### config.mk
export PLATFORM = sky130hd
export DESIGN_NAME = muldiv_sequencer_flat
export DESIGN_NICKNAME = d
export VERILOG_FILES = /design/src/rtl/muldiv_pkg.sv /design/src/rtl/muldiv_sequencer_if.sv /design/src/rtl/muldiv_sequencer_div_step.sv /design/src/rtl/muldiv_sequencer.sv /design/src/flat_wrapper.sv
export SDC_FILE = /design/constraint.sdc
export NUM_CORES = 1
export LEC_CHECK = 0
export CAP_MARGIN = 20
export CORE_MARGIN = 2
export CORE_UTILIZATION = 58
export DETAILED_ROUTE_END_ITERATION = 8
export PLACE_DENSITY = 0.8
export SYNTH_ARGS = -nofsm -noshare
export SYNTH_HDL_FRONTEND = slang
export SYNTH_SLANG_ARGS = --single-unit
### constraint.sdc
create_clock -name clock -period 7.51 [get_ports clock]
set_input_delay 0.751 -clock clock [delete_from_list [all_inputs] [get_ports clock]]
set_output_delay 0.751 -clock clock [all_outputs]
set_load 0.02 [all_outputs]
### src/rtl/muldiv_pkg.sv
// Shared constants, state encoding and operand-sign helpers for the M-extension sequencer.
package muldiv_pkg;

  localparam logic [6:0] MULDIV_FUNCT7 = 7'b0000001;

  localparam logic [2:0] F3_MUL    = 3'b000;
  localparam logic [2:0] F3_MULH   = 3'b001;
  localparam logic [2:0] F3_MULHSU = 3'b010;
  localparam logic [2:0] F3_MULHU  = 3'b011;
  localparam logic [2:0] F3_DIV    = 3'b100;
  localparam logic [2:0] F3_DIVU   = 3'b101;
  localparam logic [2:0] F3_REM    = 3'b110;
  localparam logic [2:0] F3_REMU   = 3'b111;

  localparam int unsigned ITER_COUNT = 32;

  typedef enum logic [2:0] {
    ST_IDLE,
    ST_MUL,
    ST_DIV,
    ST_FIXUP,
    ST_DONE
  } muldiv_state_t;

  // rs1 is treated as signed for every op except the unsigned variants
  function automatic logic signed_a(input logic [2:0] f3);
    return (f3 != F3_MULHU) && (f3 != F3_DIVU) && (f3 != F3_REMU);
  endfunction

  function automatic logic signed_b(input logic [2:0] f3);
    return signed_a(f3) && (f3 != F3_MULHSU);
  endfunction

endpackage

### src/rtl/muldiv_sequencer_if.sv
// EX-stage <-> multiply/divide sequencer handshake and result bus.
interface muldiv_sequencer_if #(
  parameter int unsigned XLEN = 32
) ();
  logic            start;
  logic [2:0]      funct3;
  logic [XLEN-1:0] rs1_val;
  logic [XLEN-1:0] rs2_val;
  logic            flush;
  logic            stall_req;
  logic            busy;
  logic            done;
  logic [XLEN-1:0] result;

  modport master (
    output start, funct3, rs1_val, rs2_val, flush,
    input  stall_req, busy, done, result
  );

  modport slave (
    input  start, funct3, rs1_val, rs2_val, flush,
    output stall_req, busy, done, result
  );
endinterface

### src/rtl/muldiv_sequencer_div_step.sv
// One restoring-divide iteration: shift in the next dividend bit, subtract if it fits.
module div_step #(
  parameter int unsigned XLEN = 32
) (
  input  logic [XLEN-1:0] rem,
  input  logic [XLEN-1:0] quo,
  input  logic [XLEN-1:0] divisor,
  output logic [XLEN-1:0] rem_next,
  output logic [XLEN-1:0] quo_next
);
  logic [XLEN:0] shifted;
  logic [XLEN:0] diff;
  logic          fits;

  always_comb begin
    shifted  = {rem, quo[XLEN-1]};
    diff     = shifted - {1'b0, divisor};
    fits     = ~diff[XLEN];
    rem_next = fits ? diff[XLEN-1:0] : shifted[XLEN-1:0];
    quo_next = {quo[XLEN-2:0], fits};
  end
endmodule

### src/rtl/muldiv_sequencer.sv
// Iterative RV32M multiply/divide sequencer with EX-stall handshake.
// Define MULDIV_FAST_MUL_EN for a single-cycle multiply path; divide is always iterative.
module muldiv_sequencer
  import muldiv_pkg::*;
#(
  parameter int unsigned XLEN = 32
) (
  input  logic              clock,
  input  logic              reset,
  muldiv_sequencer_if.slave bus
);
  localparam int unsigned AW = 2 * XLEN;

  muldiv_state_t   state;
  logic [5:0]      cnt;
  logic [AW-1:0]   acc;   // MUL: {partial, multiplier}; DIV: {remainder, quotient}
  logic [XLEN-1:0] opb;   // multiplicand or divisor magnitude
  logic [2:0]      op;
  logic            neg_a;
  logic            neg_b;

  logic            start_ok;
  logic            in_neg_a;
  logic            in_neg_b;
  logic [XLEN-1:0] mag_a;
  logic [XLEN-1:0] mag_b;
  logic            div_zero;
  logic            div_ovf;
  logic [XLEN-1:0] early_val;
  logic [XLEN:0]   mul_sum;
  logic [AW-1:0]   mul_next;
  logic [XLEN-1:0] rem_next;
  logic [XLEN-1:0] quo_next;
  logic [AW-1:0]   prod;
  logic [XLEN-1:0] quo_fix;
  logic [XLEN-1:0] rem_fix;
  logic [XLEN-1:0] fix_val;
`ifdef MULDIV_FAST_MUL_EN
  logic [AW-1:0]   fprod;
  logic [XLEN-1:0] fast_val;
`endif

  div_step #(.XLEN(XLEN)) u_div_step (
    .rem      (acc[AW-1:XLEN]),
    .quo      (acc[XLEN-1:0]),
    .divisor  (opb),
    .rem_next (rem_next),
    .quo_next (quo_next)
  );

  always_comb begin
    start_ok  = bus.start & ~bus.flush;
    in_neg_a  = signed_a(bus.funct3) & bus.rs1_val[XLEN-1];
    in_neg_b  = signed_b(bus.funct3) & bus.rs2_val[XLEN-1];
    mag_a     = in_neg_a ? (XLEN'(0) - bus.rs1_val) : bus.rs1_val;
    mag_b     = in_neg_b ? (XLEN'(0) - bus.rs2_val) : bus.rs2_val;
    div_zero  = (bus.rs2_val == '0);
    div_ovf   = signed_b(bus.funct3) && (bus.rs1_val == {1'b1, {(XLEN-1){1'b0}}})
                && (bus.rs2_val == '1);
    // Divide-by-zero takes priority; overflow quotient is the dividend itself
    if (div_zero) early_val = bus.funct3[1] ? bus.rs1_val : '1;
    else          early_val = bus.funct3[1] ? '0 : bus.rs1_val;

    mul_sum  = {1'b0, acc[AW-1:XLEN]} + (acc[0] ? {1'b0, opb} : '0);
    mul_next = {mul_sum, acc[XLEN-1:1]};

    prod    = (neg_a ^ neg_b) ? (AW'(0) - acc) : acc;
    quo_fix = (neg_a ^ neg_b) ? (XLEN'(0) - acc[XLEN-1:0]) : acc[XLEN-1:0];
    rem_fix = neg_a ? (XLEN'(0) - acc[AW-1:XLEN]) : acc[AW-1:XLEN];
    case (op)
      F3_MUL:                        fix_val = prod[XLEN-1:0];
      F3_MULH, F3_MULHSU, F3_MULHU:  fix_val = prod[AW-1:XLEN];
      F3_DIV, F3_DIVU:               fix_val = quo_fix;
      default:                       fix_val = rem_fix;
    endcase

`ifdef MULDIV_FAST_MUL_EN
    fprod    = AW'($signed({in_neg_a, bus.rs1_val & {XLEN{1'b1}}} & {(signed_a(bus.funct3) & bus.rs1_val[XLEN-1]), {XLEN{1'b1}}}))
             * AW'($signed({signed_b(bus.funct3) & bus.rs2_val[XLEN-1], bus.rs2_val}));
    fast_val = (bus.funct3 == F3_MUL) ? fprod[XLEN-1:0] : fprod[AW-1:XLEN];
`endif

    bus.stall_req = reset & (((state == ST_IDLE) & start_ok) | (state == ST_MUL)
                             | (state == ST_DIV) | (state == ST_FIXUP));
  end

  always_ff @(posedge clock or negedge reset) begin
    if (!reset) begin
      state      <= ST_IDLE;
      cnt        <= '0;
      acc        <= '0;
      opb        <= '0;
      op         <= '0;
      neg_a      <= 1'b0;
      neg_b      <= 1'b0;
      bus.done   <= 1'b0;
      bus.busy   <= 1'b0;
      bus.result <= '0;
    end else begin
      bus.done <= 1'b0;
      if (bus.flush) begin
        state    <= ST_IDLE;
        bus.busy <= 1'b0;
      end else begin
        case (state)
          ST_IDLE: begin
            if (bus.start) begin
              op       <= bus.funct3;
              neg_a    <= in_neg_a;
              neg_b    <= in_neg_b;
              cnt      <= '0;
              bus.busy <= 1'b1;
              if (bus.funct3[2]) begin
                if (div_zero || div_ovf) begin
                  bus.result <= early_val;
                  bus.done   <= 1'b1;
                  state      <= ST_DONE;
                end else begin
                  acc   <= {{XLEN{1'b0}}, mag_a};
                  opb   <= mag_b;
                  state <= ST_DIV;
                end
              end else begin
`ifdef MULDIV_FAST_MUL_EN
                bus.result <= fast_val;
                bus.done   <= 1'b1;
                state      <= ST_DONE;
`else
                acc   <= {{XLEN{1'b0}}, mag_b};
                opb   <= mag_a;
                state <= ST_MUL;
`endif
              end
            end
          end
          ST_MUL, ST_DIV: begin
            acc <= (state == ST_MUL) ? mul_next : {rem_next, quo_next};
            cnt <= cnt + 6'd1;
            if (cnt == 6'(ITER_COUNT - 1)) state <= ST_FIXUP;
          end
          ST_FIXUP: begin
            bus.result <= fix_val;
            bus.done   <= 1'b1;
            state      <= ST_DONE;
          end
          default: begin
            state    <= ST_IDLE;
            bus.busy <= 1'b0;
          end
        endcase
      end
    end
  end
endmodule
### src/flat_wrapper.sv
// flat-port wrapper written by rule: the top's interface ports become plain ports
module muldiv_sequencer_flat import muldiv_pkg::*;
#(
  parameter int unsigned XLEN = 32
)
  (clock, reset, bus_start, bus_funct3, bus_rs1_val, bus_rs2_val, bus_flush, bus_stall_req, bus_busy, bus_done, bus_result);
  muldiv_sequencer_if #(.XLEN(XLEN)) bus_i ();
  input  logic clock;
  input  logic reset;
  input wire logic [$bits(bus_i.start)-1:0] bus_start;
  input wire logic [$bits(bus_i.funct3)-1:0] bus_funct3;
  input wire logic [$bits(bus_i.rs1_val)-1:0] bus_rs1_val;
  input wire logic [$bits(bus_i.rs2_val)-1:0] bus_rs2_val;
  input wire logic [$bits(bus_i.flush)-1:0] bus_flush;
  output wire logic [$bits(bus_i.stall_req)-1:0] bus_stall_req;
  output wire logic [$bits(bus_i.busy)-1:0] bus_busy;
  output wire logic [$bits(bus_i.done)-1:0] bus_done;
  output wire logic [$bits(bus_i.result)-1:0] bus_result;
  assign bus_i.start = bus_start;
  assign bus_i.funct3 = bus_funct3;
  assign bus_i.rs1_val = bus_rs1_val;
  assign bus_i.rs2_val = bus_rs2_val;
  assign bus_i.flush = bus_flush;
  assign bus_stall_req = bus_i.stall_req;
  assign bus_busy = bus_i.busy;
  assign bus_done = bus_i.done;
  assign bus_result = bus_i.result;
  muldiv_sequencer #(.XLEN(XLEN)) u_core (.clock(clock), .reset(reset), .bus(bus_i));
endmodule
Word-level counts from Yosys, hierarchy flattened
Cells that the tools add are included.

Register bits after elaboration: 144. Input bits: 71. Output and inout port bits: 35. Word-level logic and storage cells: 112.

$add $sub $neg: 8. Equal/unequal tests: 23. Multiplexer cells: 38. Bitwise operators: 11. Reduce and logical (&&, ||, !) cells: 22.

Operators with widths (count): 2-to-1 mux 32 bit (14); 2-to-1 mux 64 bit (5); case mux 64 bit (2 select lines) (1); subtractor 1 x 32 -> 32 bit, first input constant (4); case mux 32 bit (3 select lines) (1); equality test 32 bit, second input constant (2); case mux 32 bit (2 select lines) (1); subtractor 1 x 64 -> 64 bit, first input constant (1); adder 32 x 33 -> 33 bit (1); subtractor 33 x 32 -> 33 bit (1); logical NOT 32 bit (1); 2-to-1 mux 3 bit (5); equality test 3 x 2 -> 1 bit, second input constant (4); != test 3 bit, second input constant (4); case mux 6 bit (2 select lines) (1); != test 3 x 2 -> 1 bit, second input constant (3); case mux 3 bit (3 select lines) (1); != test 2 bit, second input constant (4); AND reduction 4 bit (2); adder 6 x 1 -> 6 bit, second input constant (1); equality test 3 x 1 -> 1 bit, second input constant (2); equality test 3 bit, second input constant (2); equality test 6 x 5 -> 1 bit, second input constant (1); logical NOT 3 bit (2); 16 further kinds (38).

Depth between registers and ports, before layout
Depth after elaboration: 12. Gate-level depth with buffers: 14.

Hierarchy
From an unflattened synthesis, not the netlist that was laid out.

Cells, all modules: 2157. Area, all modules: 16194.3 um^2.

By module, submodules not included: muldiv_sequencer (times used 1, cells an instance 1820, area each 13595.5 um^2, seq. area each 3603.5 um^2); div_step (times used 1, cells an instance 337, area each 2598.7 um^2, seq. area each 0.0 um^2).

Worst setup path before layout
No wires, ideal clock.

Kind: in2reg. Start: input bus_rs2_val[1]. End: register u_core.bus.result[13]. Setup time: 0.128 ns. Data arrival time: 3.552 ns. Required time: 7.382 ns. Path slack: 3.830 ns. Stages on the path: 13. Path buffers: 2. Path through: inv_1 -> ha_1 -> or3b_2 -> or4_1 -> nor4_4 -> nor3b_4 -> o21ai_1 -> or2_1 -> and2_4 -> buf_6 -> buf_6 -> nand2_1 -> o31ai_2.

Word-level cells in the longest chain between the ends: 6.

Ends and longest elaborated chain: start, declared (RTL line flat_wrapper.sv:13) `input wire logic [$bits(bus_i.rs2_val)-1:0] bus_rs2_val;`; logical NOT 32 bit (RTL line muldiv_sequencer.sv:57) `div_zero = (bus.rs2_val == '0);`; 2-to-1 mux 32 bit (RTL line muldiv_sequencer.sv:61) `if (div_zero) early_val = bus.funct3[1] ? bus.rs1_val : '1;`; 2-to-1 mux 32 bit (RTL line muldiv_sequencer.sv:114) `if (div_zero || div_ovf) begin`; 2-to-1 mux 32 bit (RTL line muldiv_sequencer.sv:113) `if (bus.funct3[2]) begin`; 2-to-1 mux 32 bit (RTL line muldiv_sequencer.sv:107) `if (bus.start) begin`; case mux 32 bit (2 select lines) (RTL line muldiv_sequencer.sv:105) `case (state)`; end signal, assigned (RTL line muldiv_sequencer.sv:115) `bus.result <= early_val;`; end signal, assigned (RTL line muldiv_sequencer.sv:142) `bus.result <= fix_val;`; end, declared (RTL line muldiv_sequencer_if.sv:22) `output stall_req, busy, done, result`.

Several ways; a longest one is shown, not always the timed one. The select of a mux whose other input is x is not followed. A chain may end at the register's enable or synchronous reset.

Worst setup path after layout
Start: input bus_rs2_val[0]. End: register u_core.acc[63].

Word-level cells in the longest chain between the ends: 5.

Ends and longest elaborated chain: equality test 32 bit (RTL line muldiv_sequencer.sv:59) `&& (bus.rs2_val == '1);`; logical AND 1 bit (RTL line muldiv_sequencer.sv:59); logical OR 1 bit * (RTL line muldiv_sequencer.sv:114); != test 3 bit (no line) *; AND reduction 4 bit (no line) *; end signal, assigned (RTL line muldiv_sequencer.sv:119) `acc <= {{XLEN{1'b0}}, mag_a};`; end signal, assigned (RTL line muldiv_sequencer.sv:129) `acc <= {{XLEN{1'b0}}, mag_b};`; end signal, assigned (RTL line muldiv_sequencer.sv:137) `acc <= (state == ST_MUL) ? mul_next : {rem_next, quo_next};`; end, declared (RTL line muldiv_sequencer.sv:16) `logic [AW-1:0] acc;`.

Every way passes the cells marked *; elsewhere a longest branch is shown, timed or not.

==> flow_summary.ini <==
[global_routing]
grt_util_all_layers = 0.416
grt_max_degree = 88
gr-total-overflow = 0
grt_pass1_vias = 15400
grt_antenna_before_repair = 2
grt_pass1_wl_mm = 89.7

[clock_network]
cts_made_buffers = 17
clock_sinks = 144
cts-htree-levels = 4
cts-root-buf = clkbuf_16
clockBufferDepth = 2
clkLatencyLatePin_ps = 450
cts_tree = done
post_cts_buffers = 0
cts-hold-fix-buffers = 0
cts_resized = 0
clk_pin_slew_worst_paths_ps = 70

[yosys]
synth.distinct_cells = 77
synth_commonest_cells = nor2_1 (263), nand2_1 (235), o21ai_0 (209)
yosys-top-cells-area = dfrtp_1 (23%), o21ai_0 (6.8%), nor2_1 (6.4%)
synthesis.nets = 2266
yosys_warnings = 0
yosysTopAreaCell = dfrtp_1
synth_area_sq_um = 15300
synthFlopType = dfrtp_1
async_flop_share = 1.00
synth.most_common_cell = nor2_1
avgSynthCellArea_sq_um = 7.23
synth_cells = 2123
synth_top_area_frac = 0.235
yosysSeqAreaShare = 0.235
yosys_register_bits = 144
synth_edf_count = 0

[drt]
wl_mm = 59.0
avgViaCountPerCell = 6.88
drtPass1Iterations = 8
post_drt_wl_per_cell_um = 23.8
drt_iter0_drc = 2241
via_count = 17000
ant_nets = 0
drc = 0

[final_layout]
antennaDiodeCount = 0
areaGrowthSynthToFinish_pct = 11.2
layout.cells.non_filler = 2477
fillers = 2328
nets = 2272
drive_gt1_frac = 0.0495

[sta]
setup_viol = 0
fmax_mhz = 212
layout_min_cycle_time_ps = 4710
worst_pin_slew_ps = 948
maxSlewViolCount = 0
finalCritPeriodShare = 0.627
rsz0062_at_grt = false
final_hold_viol_count = 0
fin_setup_tns_ps = 0
max_slew_margin = 0.368
fin_worst_skew_ps = 22.7

[place]
gp_congestion = 1.08
io_buffers = 105
place_inst = 2443
dp_hpwl_mm = 45.2

[critical_path]
crit_type = in2reg
crit_path_start = bus_rs2_val[0]
cp-end-kind = flip-flop
critPathMaxFanout = 34
critical_path_required_ps = 7850
startpoint_type = input port
crit_arrival_ps = 5050
rr_startpoint = u_core.acc[0]

[die]
chipWidth_um = 167
initial_core_util = 0.591
rows = 59
die_area_sq_um = 27800
core_area_sq_um = 26000
io_pins = 106
die_h_um = 167

[power_and_ir_drop]
leakage_nw = 6.96
powerDensity_nw_per_um2 = 480
max-vdd-ir-drop_v = 0.000260

[outcome]
status = complete, no violations

[hold_path]
hold_path.class = in2async

[run]
maxCapViolCount = 0
## per-stage QoR
| stage | hold WS (ps) | cell area, sq um | util | worst slack (ps) | power [W] |
|---|---|---|---|---|---|
| 6_report | 266 | 17100 | 0.657 | 2800 | 0.00819 |
| 5_1_grt | 288 | 17100 | 0.657 | 2510 | 0.00871 |
| 4_1_cts | 292 | 17000 | 0.656 | 2840 | 0.00797 |
| 3_5_place_dp | 472 | 16500 | 0.633 | 2400 | 0.00708 |
| 3_3_place_gp | 462 | 16500 | 0.633 | 2510 | 0.00697 |
| 2_1_floorplan | 450 | 15300 | - | 3830 | 0.00541 |
## where the power goes
| part | switching, W | total, W | internal [W] |
|---|---|---|---|
| sequential | 0.000632 | 0.00174 | 0.00111 |
| clock | 0.000426 | 0.000874 | 0.000448 |
| combinational | 0.00346 | 0.00558 | 0.00212 |
| total | 0.00452 | 0.00819 | 0.00368 |
## kinds of logic (layout without fill, tap and decap cells)
group,count (synthesis),count (layout),synth area share
AO/OA/AOI/OAI,735,735,0.302
XOR/XNOR,173,173,0.0987
adder cells (fa/ha/maj),73,73,0.0603
buffers and inverters,216,235,0.0564
flip-flops,144,144,0.235
multiplexers,33,33,0.0220
AND/OR/NAND/NOR,749,749,0.226
## placed cells by master (no fill, tap or decap), types with 22 or more instances in the layout
cell type / n
a211oi_1: 49
a21o_1: 31
a21oi_1: 181
a221oi_1: 30
a22oi_1: 22
a31oi_1: 22
buf_4: 28
clkdlybuf4s50_1: 103
dfrtp_1: 144
ha_1: 70
inv_1: 70
mux2i_1: 27
nand2_1: 235
nand3_1: 29
nor2_1: 263
nor3_1: 48
o21ai_0: 208
o31ai_1: 36
or3_1: 26
xnor2_1: 82
xor2_1: 88
## worst max-delay path: stages
cell and delay [ps]:
clkdlybuf4s50_1 500, inv_1 100, ha_1 150, or3b_2 470, or4_1 560, nor4_4 560, or3b_1 470, o21ai_4 710
buf_4 350, nand2_1 80, nand3_1 80, a31oi_1 40, a311oi_1 200
## registers in the layout (all words and copies together) (netlist names)
signal	cells
u_core.neg_b	1
u_core.bus.result	32
u_core.state	3
u_core.neg_a	1
u_core.opb	32
u_core.cnt	6
u_core.acc	64
u_core.bus.busy	1
u_core.op	3
u_core.bus.done	1
## metal layers
metal	track usage	wire (um)
met5	0	26
met1	0.569	23500
met3	0.100	7320
met4	0.223	3490
met2	0.607	24600
## path summary, 6_finish.rpt
kind	to	slack [ps]	cells after the start
setup / recovery	u_core.acc[63]	2800	13
hold / removal	u_core.bus.result[16]	270	1
setup reg to reg	u_core.bus.result[12]	3070	11
hold reg to reg	u_core.opb[9]	490	2
max in group asynchronous	u_core.opb[28]	6040	2
min in group clock	u_core.opb[9]	490	2
## cell type report
class	instances	area [sq um]	share of cell area
Multi-Input combinational cell	1763	10900	0.640
Sequential cell	144	3600	0.211
Timing Repair Buffer	132	1250	0.0734
Clock buffer	17	425	0.0249
Tap cell	335	419	0.0246
Inverter	71	272	0.0159
Clock inverter	15	161	0.00946
Power figures use the tool's default switching activity.
